==> config.mk <==
export PLATFORM = sky130hd
export DESIGN_NAME = router_port_buf
export DESIGN_NICKNAME = d
export VERILOG_FILES = /design/src/rtl/router_port_buf.sv
export SDC_FILE = /design/constraint.sdc
export NUM_CORES = 1
export LEC_CHECK = 0
export ABC_AREA = 1
export ABC_CLOCK_PERIOD_IN_PS = 1700
export CAP_MARGIN = 20
export CORE_ASPECT_RATIO = 1.75
export CORE_MARGIN = 2
export CORE_UTILIZATION = 40
export DETAILED_ROUTE_END_ITERATION = 8
export HOLD_SLACK_MARGIN = 0.03
export PLACE_DENSITY_LB_ADDON = 0.15
export SLEW_MARGIN = 20
export SYNTH_ARGS = -nofsm -noshare
export SYNTH_HDL_FRONTEND = slang
export SYNTH_SLANG_ARGS = --single-unit
==> constraint.sdc <==
create_clock -name clk -period 1.7 [get_ports clk]
set_input_delay 0.255 -clock clk [delete_from_list [all_inputs] [get_ports clk]]
set_output_delay 0.255 -clock clk [all_outputs]
set_load 0.05 [all_outputs]
==> src/rtl/router_port_buf.sv <==
// Purpose: router input port buffer; credit-gated FIFO feeding a registered downstream flit stage.
// Latency: a flit written at edge E into an empty FIFO with credit appears on valid_o/data_o after edge E+1.
// Backpressure: pops stall while no downstream credits remain; flits arriving at a full FIFO are dropped and flagged.
module router_port_buf #(
    parameter int DATA_W      = 16,
    parameter int DEPTH       = 4,
    parameter int CREDIT_INIT = 4
) (
    input  logic                               clk,
    input  logic                               reset,
    input  logic                               valid_i,
    input  logic [DATA_W-1:0]                  data_i,
    output logic                               credit_o,
    output logic                               valid_o,
    output logic [DATA_W-1:0]                  data_o,
    input  logic                               credit_i,
    output logic [$clog2(DEPTH+1)-1:0]         count_o,
    output logic [$clog2(CREDIT_INIT+1)-1:0]   credits_o,
    output logic                               ovf_err_o,
    output logic                               credit_err_o
);

    localparam int CW  = $clog2(DEPTH + 1);
    localparam int PW  = $clog2(DEPTH);
    localparam int CRW = $clog2(CREDIT_INIT + 1);

    localparam logic [CW-1:0]  FULL_CNT = CW'(DEPTH);
    localparam logic [CRW-1:0] CRED_MAX = CRW'(CREDIT_INIT);

    logic [DATA_W-1:0] mem_q [DEPTH];

    logic [PW-1:0]     wr_ptr_q,  wr_ptr_d;
    logic [PW-1:0]     rd_ptr_q,  rd_ptr_d;
    logic [CW-1:0]     count_q,   count_d;
    logic [CRW-1:0]    credits_q, credits_d;
    logic              valid_q,   valid_d;
    logic              credit_q,  credit_d;
    logic [DATA_W-1:0] data_q,    data_d;
    logic              ovf_q,     ovf_d;
    logic              cerr_q,    cerr_d;

    logic              wr_en;
    logic              pop;

    // Next-state: full/empty decisions use pre-edge occupancy so a same-edge pop never frees room for a write.
    always_comb begin
        wr_en     = valid_i && (count_q != FULL_CNT);
        pop       = (count_q != '0) && (credits_q != '0);

        wr_ptr_d  = wr_en ? wr_ptr_q + PW'(1) : wr_ptr_q;
        rd_ptr_d  = pop   ? rd_ptr_q + PW'(1) : rd_ptr_q;

        count_d   = count_q;
        case ({wr_en, pop})
            2'b10:   count_d = count_q + CW'(1);
            2'b01:   count_d = count_q - CW'(1);
            default: count_d = count_q;
        endcase

        credits_d = credits_q;
        cerr_d    = cerr_q;
        if (pop && !credit_i) begin
            credits_d = credits_q - CRW'(1);
        end else if (credit_i && !pop) begin
            // A returned credit beyond the downstream depth means the peer is confused; saturate and flag.
            if (credits_q == CRED_MAX) begin
                cerr_d = 1'b1;
            end else begin
                credits_d = credits_q + CRW'(1);
            end
        end

        ovf_d     = ovf_q | (valid_i && (count_q == FULL_CNT));

        valid_d   = pop;
        credit_d  = pop;
        data_d    = pop ? mem_q[rd_ptr_q] : data_q;
    end

    // Control and output state; reset discards buffered flits without returning credits for them.
    always_ff @(posedge clk or posedge reset) begin
        if (reset) begin
            wr_ptr_q  <= '0;
            rd_ptr_q  <= '0;
            count_q   <= '0;
            credits_q <= CRED_MAX;
            valid_q   <= 1'b0;
            credit_q  <= 1'b0;
            data_q    <= '0;
            ovf_q     <= 1'b0;
            cerr_q    <= 1'b0;
        end else begin
            wr_ptr_q  <= wr_ptr_d;
            rd_ptr_q  <= rd_ptr_d;
            count_q   <= count_d;
            credits_q <= credits_d;
            valid_q   <= valid_d;
            credit_q  <= credit_d;
            data_q    <= data_d;
            ovf_q     <= ovf_d;
            cerr_q    <= cerr_d;
        end
    end

    // Payload storage; contents are don't-care until written, so no reset is needed.
    always_ff @(posedge clk) begin
        if (wr_en) begin
            mem_q[wr_ptr_q] <= data_i;
        end
    end

    assign credit_o     = credit_q;
    assign valid_o      = valid_q;
    assign data_o       = data_q;
    assign count_o      = count_q;
    assign credits_o    = credits_q;
    assign ovf_err_o    = ovf_q;
    assign credit_err_o = cerr_q;

endmodule

==> flow_metrics.tcl, run 1 <==
set metrics [dict create \
    status "finished, violations left" \
    failed_checks "negative setup slack" \
    timing.rr.start "credits_o[2]$_DFFE_PP1P_" \
    crit_required_ns 1.92 \
    path_cells "inv_4, nand2_4, nand2_4, inv_6, ha_4, inv_2, fa_2, nand2_1, nand3b_1, xor2_1" \
    synth_cell_types 28 \
    io_pins 46 \
    fmax_mhz 564.6 \
    antenna_found_initial 0 \
    setup_violations 3 \
    drc 0 \
    cts_buffer_depth 2 \
    ant_nets 0 \
    fin_cells 603 \
    power.density_mw_per_mm2 2077 \
    cts_max_level 3 \
    end_kind "register" \
    r2r_slack_ns -0.07 \
    io_buffer_count 45 \
    relSlewSlack 0.7412 \
    antenna_cells 0 \
    start_util 0.4051 \
    synthXorXnorAreaFrac 0.01244 \
    cp_slowest_cell "dfstp_4" \
    grt-ovfl-total 0 \
    synth_area_per_cell_um2 10.13 \
    syn2layout_area_growth_pct 24.80 \
    power_mw 10.69 \
    dp.cells 584 \
    criticalPathCategory "reg2reg" \
    vdd_ir_drop_max_mv 1.001 \
    final_cell_mix "146 x nand2_1, 81 x inv_1, 64 x edfxtp_1, 43 x buf_4, 37 x nand3_1" \
    pre_cts_slack_ns -0.08380 \
    p_leak_nw 2.435 \
    r2r-end "count_o[2]$_DFFE_PP0P_" \
    grtUsageTotal 0.1604 \
    ys_warn_count 0 \
    vias 2772 \
    die_x_um 80.75 \
    synth_fa_ha_area_frac 0.03096 \
    ys_seq_area_frac 0.6425 \
    cap_violations 0 \
    fin_nets 500 \
    skew_ns 0.004864 \
    dieArea_mm2 0.01117 \
    syn_nets 436 \
    fin_crit_sh 1.042 \
    place.gp.congestion 0.7057 \
    synth-simple-area-share 0.1961 \
    cts_hold_buf 0 \
    synth_area_mm2 0.004123 \
    wl_per_cell_um 13.26 \
    cts_root_buffer "clkbuf_16" \
    fin_ws_ns -0.07129 \
    grt_first_pass_wirelength_um 13270 \
    crit_path_start_kind "register" \
    via_per_inst 4.597 \
    min_period_ns 1.771 \
    cp.arrival_ns 1.99 \
    numCtsBuffers 9 \
    synth_compound_area_frac 0.007587 \
    first_iter_violations 107 \
    synthTopCellsByArea "edfxtp_1 47%, dfrtp_1 17%, nand2_1 13%" \
    final-seq-area_mm2 0.002659 \
    core_mm2 0.01018 \
    clk_pin_slew_ns 0.06 \
    synth_top_family_by_area "simple AND/OR/NAND/NOR gates" \
    drt_wl_total_um 7995 \
    multi_input_area_mm2 0.001067 \
    netlist.area_leader.share 0.4662 \
    grt_max_degree 34 \
    grt_pass1_vias 2735 \
    synth.area.mux_share 0 \
    place_hpwl_um 5064 \
    dr.pass1.iters 5 \
    yosysTopAreaCell "edfxtp_1" \
    drive_gt1_frac 0.1891 \
    rsz0062_at_grt "true" \
    worstMarginPinSlew_ns 0.3882 \
    cts_tree "done" \
    clk_latency_ns 0.34 \
    clock_sinks 93 \
    std_cell_rows 49 \
    crit_path_start "credits_o[2]$_DFFE_PP1P_" \
    layout_commonest_cell "nand2_1" \
    cpMostUsedCell "nand2_4" \
    worstSetupEndpoint "count_o[2]$_DFFE_PP0P_" \
    critPathMaxFanout 3 \
    slowest_delay_ns 0.63 \
    die_h_um 138.3 \
    setup_tns_ns -0.1120 \
    ff2ff_path_depth 10 \
    ys_ff_latch 93 \
    report.final.hold_viol_count 0 \
    hp-class "in2async" \
    nFillCells 961 \
    syn_inst 407 \
    slew_violations 0 \
]
[worst min path at each step]
stage          cells after the start                  endpoint  slack (ns)
2_1_floorplan                      1  credit_err_o$_DFFE_PP0P_        0.33
3_3_place_gp                       1  credit_err_o$_DFFE_PP0P_        0.46
3_5_place_dp                       1  credit_err_o$_DFFE_PP0P_        0.46
4_1_cts                            3  credits_o[0]$_DFFE_PP0P_        0.31
5_1_grt                            3     data_o[0]$_DFFE_PP0P_        0.37
6_report                           3     data_o[7]$_DFFE_PP0P_        0.30
[kinds of logic after synthesis]
kind of cell | count (synthesis)
fa+ha+maj | 9
simple gates | 194
buf+inv | 101
flops | 93
xor+xnor | 5
compound gates | 5
[sequential cells by signal, indices dropped and copies added, names as in the netlist]
name,count
count_o,3
credit_err_o,1
rd_ptr_q,2
data_o,16
credit_o,1
wr_ptr_q,2
ovf_err_o,1
mem_q,64
credits_o,3
[layout make-up]
cell class | count | area share
tap | 127 | 0.03089
clock buffer | 11 | 0.04523
clock inverter | 5 | 0.01459
inverter | 87 | 0.06590
timing repair buffer | 67 | 0.1192
sequential | 93 | 0.5168
multi-input combinational | 213 | 0.2074
[synthesized netlist by cell type]
master	count
nand2_1	146
inv_1	83
edfxtp_1	64
nand3_1	37
dfrtp_1	28
buf_4	7
ha_1	7
nor2_1	4
buf_2	3
buf_6	3
fa_1	2
inv_2	2
nand2_2	2
nand3b_1	2
o21ai_0	2
xnor2_1	2
xor2_1	2
a31o_2	1
buf_12	1
dfstp_2	1
inv_4	1
inv_6	1
nand2_4	1
nand3_2	1
nor2_4	1
o21ai_1	1
o21bai_1	1
xor2_2	1
[power by group]
part	total [mW]	switching [mW]	leakage, nW	internal, mW
Combinational	5.15	3.36	1.36	1.79
Clock	2.07	0.786	0.153	1.28
Sequential	3.47	0.299	0.923	3.17
Total	10.7	4.44	2.44	6.24
[what timing repair did]
| item | in CTS | in global routing |
|---|---|---|
| pin swaps | 3 | 4 |
| setup endpoints to repair | 4 | 4 |
| setup buffers | 3 | 0 |
| resized for setup | 0 | 3 |
[metal layers]
layer	global-route usage	share of wire	vias to the layer above	wire, um
met2	0.2768	0.52	64	4177
met4	0.07136	0.023	0	183
met1	0.1828	0.41	1312	3242
met3	0.04112	0.049	13	392
met5	0	0	-	0
li1	-	-	1383	-
[metrics by stage]
stage	utilization	hold slack (ns)	instance area (um2)
2_1_floorplan	-	0.3320	4175
3_3_place_gp	0.4720	0.4586	4803
3_5_place_dp	0.4720	0.4556	4803
4_1_cts	0.5044	0.3127	5134
5_1_grt	0.5055	0.3656	5145
6_report	0.5055	0.2978	5145
[critical path, delay by kind of cell (launching register included)]
kind | cells | cell delay [ns]
buffers and inverters | 3 | 0.15
XOR/XNOR | 1 | 0.16
flip-flops | 1 | 0.63
AND/OR/NAND/NOR | 4 | 0.25
adder cells (fa/ha/maj) | 2 | 0.46
Note: power is estimated with default switching activity, not from simulation.
==> inputs of run 2 (changes only) <==
--- a/config.mk
+++ b/config.mk
@@ -8,12 +8,11 @@
 export ABC_AREA = 1
 export ABC_CLOCK_PERIOD_IN_PS = 1700
 export CAP_MARGIN = 20
-export CORE_ASPECT_RATIO = 1.75
+export CORE_ASPECT_RATIO = 1.25
 export CORE_MARGIN = 2
 export CORE_UTILIZATION = 40
 export DETAILED_ROUTE_END_ITERATION = 8
 export HOLD_SLACK_MARGIN = 0.03
-export PLACE_DENSITY_LB_ADDON = 0.15
 export SLEW_MARGIN = 20
 export SYNTH_ARGS = -nofsm -noshare
 export SYNTH_HDL_FRONTEND = slang
==> flow_metrics.tcl, run 2 (synthesis gave the netlist of run 1 again) <==
set metrics [dict create \
    crit_buf_inv 4 \
    dieArea_mm2 0.01114 \
    layout_commonest_cell "nand2_1" \
    fin_ws_ns -0.06315 \
    wl_per_cell_um 13.10 \
    ff2ff_path_depth 11 \
    syn2layout_area_growth_pct 24.40 \
    setup_violations 3 \
    cpMostUsedCell "nand2_4" \
    drt_wl_total_um 7927 \
    criticalPathCategory "reg2reg" \
    cts_max_level 3 \
    met1_length_um 3418 \
    largest_reg_flops 64 \
    highest_layer "met4" \
    die_h_um 117.5 \
    swShare 0.4224 \
    skew_ns 0.005078 \
    r2r_slack_ns -0.06 \
    r2r-end "count_o[2]$_DFFE_PP0P_" \
    io_buffer_count 45 \
    fmax_mhz 567.2 \
    antenna_found_initial 0 \
    clock_sinks 93 \
    hp-class "in2async" \
    critPathMaxFanout 4 \
    vdd_ir_drop_max_mv 0.7152 \
    clk_pin_slew_ns 0.06 \
    fin_util 0.5101 \
    crit_required_ns 1.96 \
    report.final.hold_viol_count 0 \
    grt_pass1_vias 2750 \
    place_hpwl_um 5048 \
    status "finished, violations left" \
    clockPowerShare 0.182 \
    p_int_mw 6.109 \
    core_mm2 0.01005 \
    cp_slowest_cell "dfstp_4" \
    failed_checks "negative setup slack" \
    p_sw_mw 4.468 \
    place.gp.congestion 0.7063 \
    io_pins 46 \
    min_period_ns 1.763 \
    end_kind "register" \
    power_frac_comb 0.488 \
    cts_buffer_depth 2 \
    std_cell_rows 41 \
    grt_first_pass_wirelength_um 13040 \
    clk_latency_ns 0.34 \
    numCtsBuffers 9 \
    setup_tns_ns -0.1403 \
    largest-register "mem_q" \
    drc 0 \
    crit_path_start "credits_o[2]$_DFFE_PP1P_" \
    relSlewSlack 0.7225 \
    cap_violations 0 \
    nFillCells 943 \
    power.density_mw_per_mm2 2062 \
    cts_tree "done" \
    antenna_cells 0 \
    start_util 0.4100 \
    fin_nets 500 \
    cts_root_buffer "clkbuf_16" \
    ant_nets 0 \
    slowest_delay_ns 0.62 \
    dr.pass1.iters 4 \
    die_x_um 94.81 \
    seqPwrFrac 0.329 \
    via_per_inst 4.499 \
    cp.arrival_ns 2.03 \
    fin_crit_sh 1.037 \
    wl_met3_um 258 \
    worstMarginPinSlew_ns 0.4162 \
    first_iter_violations 128 \
    grt_max_degree 34 \
    final_cell_mix "146 x nand2_1, 81 x inv_1, 64 x edfxtp_1, 43 x buf_4, 37 x nand3_1" \
    rsz0062_at_grt "true" \
    grtUsageTotal 0.1565 \
    drive_gt1_frac 0.1891 \
    grt-ovfl-total 0 \
    timing.rr.start "credits_o[2]$_DFFE_PP1P_" \
    p_leak_nw 2.425 \
    path_cells "inv_4, nand2_4, nand2_4, inv_6, ha_4, inv_2, fa_2, inv_1, nand2_1, nand3b_1, xor2_1" \
    met2_length_um 4078 \
    cpLargestDelayFamily "flip-flops" \
    slew_violations 0 \
    crit_path_start_kind "register" \
    vias 2722 \
]
-- run 2: changes by cell type in the layout (fill, tap and decap cells not counted) --
cell,before,now
bufinv_16,2,1
clkinv_1,0,1
clkinv_2,3,2
clkinv_4,0,1
o21ai_1,2,1
o21ai_2,1,2
-- run 2: layout make-up --
class | instances | area (um2) | area share
Multi-Input combinational cell | 213 | 1071 | 0.2088
Sequential cell | 93 | 2659 | 0.5184
Clock buffer | 11 | 232.7 | 0.04538
Clock inverter | 5 | 52.55 | 0.01025
Inverter | 87 | 339.1 | 0.06611
Tap cell | 129 | 161.4 | 0.03147
Timing Repair Buffer | 67 | 613.1 | 0.1195
-- run 2: what timing repair did --
action                                  CTS  global route
pin swaps                                 1             4
buffers inserted                          5             0
resized for setup                         0             4
hold buffers                              0             0
endpoints found under the setup margin    4             5
-- run 2: how the worst max path moves through the flow --
stage                     cells after the start                endpoint  slack [ns]
after detailed placement                     10  count_o[2]$_DFFE_PP0P_       -0.09
after floorplan                              11  count_o[2]$_DFFE_PP0P_       -0.31
after global placement                       10  count_o[2]$_DFFE_PP0P_       -0.05
final                                        11  count_o[2]$_DFFE_PP0P_       -0.06
after CTS                                    11  count_o[2]$_DFFE_PP0P_       -0.07
after global routing                         11  count_o[2]$_DFFE_PP0P_       -0.17
-- run 2: metrics by stage --
| step | power, mW | instance area, um2 | setup WS [ns] | hold WS (ns) | instances |
|---|---|---|---|---|---|
| 6_report | 10.58 | 5129 | -0.06315 | 0.3046 | 605 |
| 4_1_cts | 10.68 | 5121 | -0.07111 | 0.3078 | 606 |
| 5_1_grt | 11.39 | 5129 | -0.1676 | 0.3535 | 605 |
| 3_3_place_gp | 8.477 | 4798 | -0.04613 | 0.4571 | 585 |
| 2_1_floorplan | 7.196 | 4175 | -0.3127 | 0.3320 | 407 |
| 3_5_place_dp | 8.609 | 4798 | -0.08615 | 0.4660 | 585 |
-- run 2: tightest hold or removal path, stage by stage --
cell and delay (ns):
clkdlybuf4s50_1 0.39, inv_1 0.05, buf_4 0.37
-- run 2: metal layers --
layer  global-route usage  up-vias
li1                     -     1381
met2               0.2655       42
met1               0.1860     1286
met3              0.03265       13
met5                    0        -
met4              0.07518        0
-- run 2: power by group through the flow --
| stage | combinational (mW) | sequential (mW) | clock [mW] |
|---|---|---|---|
| floorplan | 2.70 | 4.50 | 0 |
| global placement | 4.97 | 3.50 | 0 |
| detailed placement | 5.08 | 3.53 | 0 |
| CTS | 5.21 | 3.49 | 1.98 |
| global route | 5.76 | 3.55 | 2.08 |
| finish | 5.17 | 3.48 | 1.93 |
==> inputs of run 3 (changes only) <==
--- a/config.mk
+++ b/config.mk
@@ -5,14 +5,15 @@
 export SDC_FILE = /design/constraint.sdc
 export NUM_CORES = 1
 export LEC_CHECK = 0
-export ABC_AREA = 1
 export ABC_CLOCK_PERIOD_IN_PS = 1700
 export CAP_MARGIN = 20
 export CORE_ASPECT_RATIO = 1.25
 export CORE_MARGIN = 2
 export CORE_UTILIZATION = 40
+export CTS_CLUSTER_SIZE = 14
 export DETAILED_ROUTE_END_ITERATION = 8
 export HOLD_SLACK_MARGIN = 0.03
+export MAX_ROUTING_LAYER = met4
 export SLEW_MARGIN = 20
 export SYNTH_ARGS = -nofsm -noshare
 export SYNTH_HDL_FRONTEND = slang
==> flow_metrics.tcl, run 3 <==
set metrics [dict create \
    crit_path_start_kind "register" \
    first_iter_violations 128 \
    fin_crit_sh 1.125 \
    place.gp.congestion 0.7188 \
    via_per_inst 4.763 \
    grtUsageTotal 0.1473 \
    synthTopCellsByArea "edfxtp_1 52%, dfrtp_1 19%, mux4_2 9.8%" \
    min_period_ns 1.912 \
    relSlewSlack 0.7336 \
    yosysMostFrequentCell "edfxtp_1" \
    dr.pass1.iters 4 \
    synth_commonest_cells "64 x edfxtp_1, 28 x dfrtp_1, 16 x mux4_2" \
    crit_required_ns 1.96 \
    fmax_mhz 523.0 \
    synth_top_family_by_area "multiplexers" \
    swShare 0.3581 \
    seqPwrFrac 0.339 \
    critPathMaxFanout 4 \
    placed_area_mm2 0.004484 \
    cp_slowest_cell "dfstp_4" \
    nFillCells 764 \
    yosysTopAreaCell "edfxtp_1" \
    worstMarginPinSlew_ns 0.3995 \
    power_frac_comb 0.477 \
    syn_nets 216 \
    setup_violations 4 \
    cts_buffer_depth 2 \
    path_cells "o21a_4, ha_4, inv_4, fa_2, or2_4, o21ai_2, a31oi_1" \
    clockPowerShare 0.184 \
    p_leak_nw 1.865 \
    layout_commonest_cell "edfxtp_1" \
    start_util 0.4069 \
    numCtsBuffers 9 \
    io_pins 46 \
    fin_nets 293 \
    grt_max_degree 30 \
    hp-class "in2async" \
    syn2layout_area_growth_pct 31.03 \
    ys_ff_latch 93 \
    synth_area_mm2 0.003694 \
    p_sw_mw 3.668 \
    synth_compound_area_frac 0.02304 \
    place_hpwl_um 4348 \
    clk_latency_ns 0.33 \
    cts_root_buffer "clkbuf_16" \
    cp.arrival_ns 2.17 \
    cts_max_level 3 \
    criticalPathCategory "reg2reg" \
    rsz0062_at_grt "true" \
    synth_fa_ha_area_frac 0.03455 \
    slew_violations 0 \
    grt_pass1_vias 2056 \
    synth-simple-area-share 0.01829 \
    synth-edff-count 64 \
    cts_tree "done" \
    synth_area_per_cell_um2 19.75 \
    grt-ovfl-total 0 \
    synth.area.mux_share 0.1592 \
    core_mm2 0.009076 \
    largest-register "mem_q" \
    io_buffer_count 45 \
    slowest_delay_ns 0.61 \
    die_h_um 111.4 \
    whs_ns 0.3039 \
    ys_seq_area_frac 0.7171 \
    final_cell_mix "64 x edfxtp_1, 47 x buf_4, 23 x dfrtp_1, 19 x clkdlybuf4s50_1, 16 x mux4_2" \
    drive_gt1_frac 0.4721 \
    clock_sinks 93 \
    r2r_slack_ns -0.21 \
    synthXorXnorAreaFrac 0.01660 \
    antenna_found_initial 0 \
    vdd_ir_drop_max_mv 0.6891 \
    syn_inst 187 \
    synth_cell_types 32 \
    antenna_cells 0 \
    wl_per_cell_um 16.47 \
    dieArea_mm2 0.01002 \
    p_int_mw 6.576 \
    std_cell_rows 39 \
    grt_first_pass_wirelength_um 10580 \
    ys.flop_type "edfxtp_1" \
    fin_ws_ns -0.2122 \
    skew_ns 0.004204 \
    cap_violations 0 \
    die_x_um 89.95 \
    drc 0 \
    status "finished, violations left" \
    failed_checks "negative setup slack" \
    report.final.hold_viol_count 0 \
    pre_cts_slack_ns -0.2858 \
    end_kind "register" \
    netlist.area_leader.share 0.5203 \
    ys_warn_count 0 \
    clk_pin_slew_ns 0.06 \
    fin_area_mm2 0.004840 \
    ant_nets 0 \
    vias 1867 \
    async_reset_ff_frac 0.3118 \
    drt_wl_total_um 6456 \
    largest_reg_flops 64 \
    power.density_mw_per_mm2 2117 \
]
## run 3: cell count changes after synthesis, sizes merged, moves of 2 or more
cell,change
nand2,-148
inv,-74
nand3,-38
mux2,+17
mux4,+16
buf,-8
and2,+4
a21oi,+3
nand3b,-2
nor2,-2
o21ai,-2
or2,+2
## run 3: final timing paths
path / start / cells past startpoint / end
setup / recovery: credits_o[2]$_DFFE_PP1P_ / 7 / credits_o[2]$_DFFE_PP1P_
hold / removal: reset / 3 / data_o[6]$_DFFE_PP0P_
setup reg to reg: credits_o[2]$_DFFE_PP1P_ / 7 / credits_o[2]$_DFFE_PP1P_
hold reg to reg: credit_err_o$_DFFE_PP0P_ / 1 / credit_err_o$_DFFE_PP0P_
max in group asynchronous: reset / 3 / credits_o[2]$_DFFE_PP1P_
min in group clk: credit_err_o$_DFFE_PP0P_ / 1 / credit_err_o$_DFFE_PP0P_
## run 3: kinds of logic (layout without fill, tap and decap cells)
family                   count (synthesis)  after routing
buffers and inverters                   20            102
XOR/XNOR                                 7              7
AND/OR/NAND/NOR                         12             12
flip-flops                              93             93
multiplexers                            34             34
AO/OA/AOI/OAI                           12             12
adder cells (fa/ha/maj)                  9              9
## run 3: worst max-delay path, delay by kind of cell (launching register included)
kind	cells	cell delay, ns
AND/OR/NAND/NOR	1	0.24
AO/OA/AOI/OAI	3	0.36
buffers and inverters	1	0.04
adder cells (fa/ha/maj)	2	0.57
flip-flops	1	0.61
## run 3: power groups by stage
stage / Combinational (mW) / Sequential [mW] / Clock [mW]
after global placement: 4.64 / 3.48 / 0
after CTS: 4.91 / 3.48 / 1.95
after global routing: 5.22 / 3.56 / 2.04
after floorplan: 2.19 / 4.54 / 0
after detailed placement: 4.72 / 3.51 / 0
final: 4.88 / 3.47 / 1.89
## run 3: per-stage QoR
stage               cells  TNS [ns]  utilization  total power, mW
floorplan             187    -2.600            -            6.730
CTS                   392   -0.5602       0.5316            10.34
global route          392   -0.7746       0.5332            10.82
detailed placement    374    -5.791       0.4941            8.234
global placement      374    -4.199       0.4941            8.125
finish                392   -0.5522       0.5332            10.24
## run 3: what timing repair did
action | CTS | global route
endpoints found under the setup margin | 5 | 6
setup buffers | 2 | 1
hold buffers | 0 | 0
pin swaps | 10 | 9
gates resized for setup | 11 | 5
## run 3: cell type report
class / instances / area (um2) / share of cell area
clock buffer: 10 / 229.0 / 0.04731
clock inverter: 6 / 53.80 / 0.01112
inverter: 13 / 51.30 / 0.01060
multi-input combinational: 74 / 1010 / 0.2086
sequential: 93 / 2659 / 0.5494
tap: 123 / 153.9 / 0.03180
timing repair buffer: 73 / 683.2 / 0.1412
## run 3: metal layers
| metal | routed length, um | global-route usage | part of all wire | vias to the layer above |
|---|---|---|---|---|
| met2 | 3536 | 0.2525 | 0.55 | 33 |
| met3 | 230 | 0.03654 | 0.036 | 8 |
| li1 | - | - | - | 866 |
| met4 | 113 | 0.07077 | 0.018 | 0 |
| met5 | 0 | - | 0 | - |
| met1 | 2576 | 0.1612 | 0.40 | 960 |
==> RTL edit 1: new RTL, settings of run 1 <==
Register the output `credits_o` once more; this adds one clock of latency there. The other outputs are not delayed to match.
--- a/src/rtl/router_port_buf.sv
+++ b/src/rtl/router_port_buf.sv
@@ -113,7 +113,9 @@
     assign valid_o      = valid_q;
     assign data_o       = data_q;
     assign count_o      = count_q;
-    assign credits_o    = credits_q;
+    always_ff @(posedge clk) begin
+        credits_o <= credits_q;
+    end
     assign ovf_err_o    = ovf_q;
     assign credit_err_o = cerr_q;
 
Behaviour: not the same (Yosys sat finds a counterexample within 4 cycles, from zero or initial values and one cycle with reset high).
==> RTL edit 1 against run 1 <==
The flow still finishes with violations (negative setup slack); wire length shrank 0.75%; power shrank 1.5%; setup slack gained 64 ps; sequential cell count grew 3; final area grew 0.66%; via count shrank 2.5%; area after synthesis grew 1.5%; first-iteration DRC count shrank 16%; largest cell class unchanged.
==> RTL edit 1: results <==
[status]
status = finished, violations left
violations = negative setup slack

[global_routing]
grt_use_met3 = 0.0259
grt_pass1_wl_um = 13100
grt_pass1_vias = 2623
grt.total_usage = 0.154
grtUsageMet1 = 0.191

[logic_synthesis]
synth_fa_ha_area_frac = 0.0305
synth_nets = 439
synth_xor_area_frac = 0.0123
synthTopCellsByArea = edfxtp_1 (46%), dfrtp_1 (17%), nand2_1 (13%)
async_flop_share = 0.302
synth_cells = 410
synthDistinctLibCells = 29
synth_compound_area_frac = 0.00748

[power_and_ir_drop]
ir_drop_mv = 0.951
power.clock.fraction = 0.175
p_comb_frac = 0.484
switchingPower_w = 0.00448

[placement]
place_ws_ps = -59.5
dp_cells = 589
dp_hpwl_um = 5310
place.gp.congestion = 0.709
postPlaceCellArea_um2 = 4870

[layout]
bufAreaShareNonClock = 0.122
seq_cells = 96
fillCellCount = 934
sh_seq_area = 0.524
clkCellAreaFrac = 0.0524
finalNetCount = 505
multi_input_area_um2 = 1070
layout-drive-gt1-share = 0.191
buffers = 69

[timing]
setup_violations = 1
setup_ws_ps = -7.12
setup_tns_ps = -7.12
worst_slew_pin_slew_ps = 501

[route]
dr.pass1.iters = 4
first_iter_violations = 90

[critical_path]
startpoint = credits_q[2]

[cts]
cts_resized = 1
cts_setup_buffers = 1

[floorplan]
coreArea_um2 = 10200
RTL edit 1: changes by cell type after synthesis:
cell     change
dfxtp_1      +3
RTL edit 1: stage by stage:
step                total power [W]  utilization
detailed placement          0.00871        0.476
CTS                          0.0106        0.504
floorplan                   0.00731            -
global placement            0.00862        0.476
global route                 0.0114        0.506
finish                       0.0105        0.506
RTL edit 1: worst max-delay path, stage by stage (launching register included):
cell	delay, ps
dfstp_2	530
inv_2	40
nand2_2	70
nand2_4	60
inv_6	70
ha_4	130
inv_2	40
fa_2	340
nand2_2	70
nand3b_1	80
xor2_1	160
RTL edit 1: cell families (layout without fill, tap and decap cells):
logic type | Yosys count | in the layout
AO/OA/AOI/OAI | 5 | 5
XOR/XNOR | 5 | 5
adder cells (fa/ha/maj) | 9 | 9
buffers and inverters | 101 | 172
flip-flops | 96 | 96
AND/OR/NAND/NOR | 194 | 194
RTL edit 1: routing by layer:
metal,share of wire,wire [µm]
met3,0.032,255
met1,0.41,3280
met5,0,0
met4,0.017,131
met2,0.54,4270
==> RTL edit 2: new RTL, config.mk and constraints of run 1 <==
Made on the original files. The parameter `CREDIT_INIT` goes from 4 to 8.
--- a/src/rtl/router_port_buf.sv
+++ b/src/rtl/router_port_buf.sv
@@ -4,7 +4,7 @@
 module router_port_buf #(
     parameter int DATA_W      = 16,
     parameter int DEPTH       = 4,
-    parameter int CREDIT_INIT = 4
+    parameter int CREDIT_INIT = 8
 ) (
     input  logic                               clk,
     input  logic                               reset,
Ports: changed (resized credits_o); port bits go from 46 to 47. The function was not compared with the original's and may differ.
==> RTL edit 2 against run 1 <==
The run still ends with negative setup slack left; hold slack better by 4.5 ps; fmax is 1.0% lower; non-clock buffer count is 19 higher; power is 1.5% higher; utilization is 2.9 points higher; wire length is 0.95% lower; final area is 2.3% lower; area after synthesis is 6.5% lower; sequential share of layout area is 1.7 points higher; critical path depth stayed put; combinational power is 6.4% higher; sequential cell count is 1 higher; setup slack worse by 18 ps; critical endpoint unchanged; highest routed layer unchanged.
==> RTL edit 2: results <==
[status]
status = finished, violations left
violations = negative setup slack

[logic_synthesis]
syn_area_per_cell_um2 = 12.1
synthDistinctLibCells = 29
async_flop_share = 0.319
synth_nets = 350
synthTopCellsByArea = edfxtp_1 (50%), dfrtp_1 (19%), nor2_1 (7.9%)

[timing]
timing.hold.ws_ps = 302
setup_violations = 2
setup_ws_ps = -89.6

[route]
first_iter_violations = 117
wl_per_cell_um = 14.9

[cts]
cts_setup_buffers = 4
cts_resized = 6

[placement]
place.gp.congestion = 0.726
dp_cells = 508
dp_hpwl_um = 4930

[global_routing]
grt_pass1_wl_um = 12400
grt_use_met2 = 0.289
grt_use_met3 = 0.0283

[power_and_ir_drop]
ir_drop_mv = 1.05
p_int_w = 0.00628

[critical_path]
critPathBufInv = 2

[layout]
finalNetCount = 433
final_cells = 530
-- RTL edit 2: changes by cell type in the layout (fill, tap and decap cells not counted), sizes merged, moves of 2 or more --
cell | before | now
o21ai | 3 | 36
clkinvlp | 0 | 5
nand2 | 149 | 17
clkinv | 3 | 0
ha | 7 | 9
nand3 | 38 | 5
buf | 48 | 67
nand3b | 2 | 0
a21oi | 0 | 3
inv | 87 | 24
bufinv | 2 | 0
nor2 | 5 | 92
a31oi | 0 | 16
-- RTL edit 2: worst min-delay path: stages --
cell	delay, ps
clkdlybuf4s50_1	390
inv_1	50
buf_4	370
-- RTL edit 2: stage by stage --
step	utilization	area (µm²)	TNS [ps]	setup slack, ps
after floorplan	-	3910	-24450	-386
after global placement	0.490	4610	-2160	-116
after detailed placement	0.490	4610	-1830	-148
after CTS	0.525	4940	-190	-101
after global routing	0.534	5030	-675	-166
final	0.534	5030	-147	-89.6
-- RTL edit 2: routing by layer --
| layer | wire length (µm) | vias to the layer above |
|---|---|---|
| met5 | 0 | - |
| met4 | 173 | 0 |
| met3 | 253 | 10 |
| met2 | 4280 | 42 |
| met1 | 3220 | 1223 |
| li1 | - | 1252 |
-- RTL edit 2: cell type report --
type / count / area (µm²)
Clock inverter: 6 / 46.3
Timing Repair Buffer: 86 / 724
Fill cell: 836 / 4380
Sequential cell: 94 / 2690
Inverter: 23 / 91.3
Tap cell: 122 / 153
Clock buffer: 10 / 229
Multi-Input combinational cell: 189 / 1100
-- RTL edit 2: cell families (layout without fill, tap and decap cells) --
logic type                 count (synthesis)  after routing  share of synthesized area
buffers and inverters                     37            125                     0.0513
DFF                                       94             94                      0.693
adders and majority gates                 10             10                     0.0344
xor gates and xnor gates                   7              7                     0.0159
and+or+nand+nor                          115            115                      0.124
AOI/OAI and AO/OA                         57             57                     0.0811
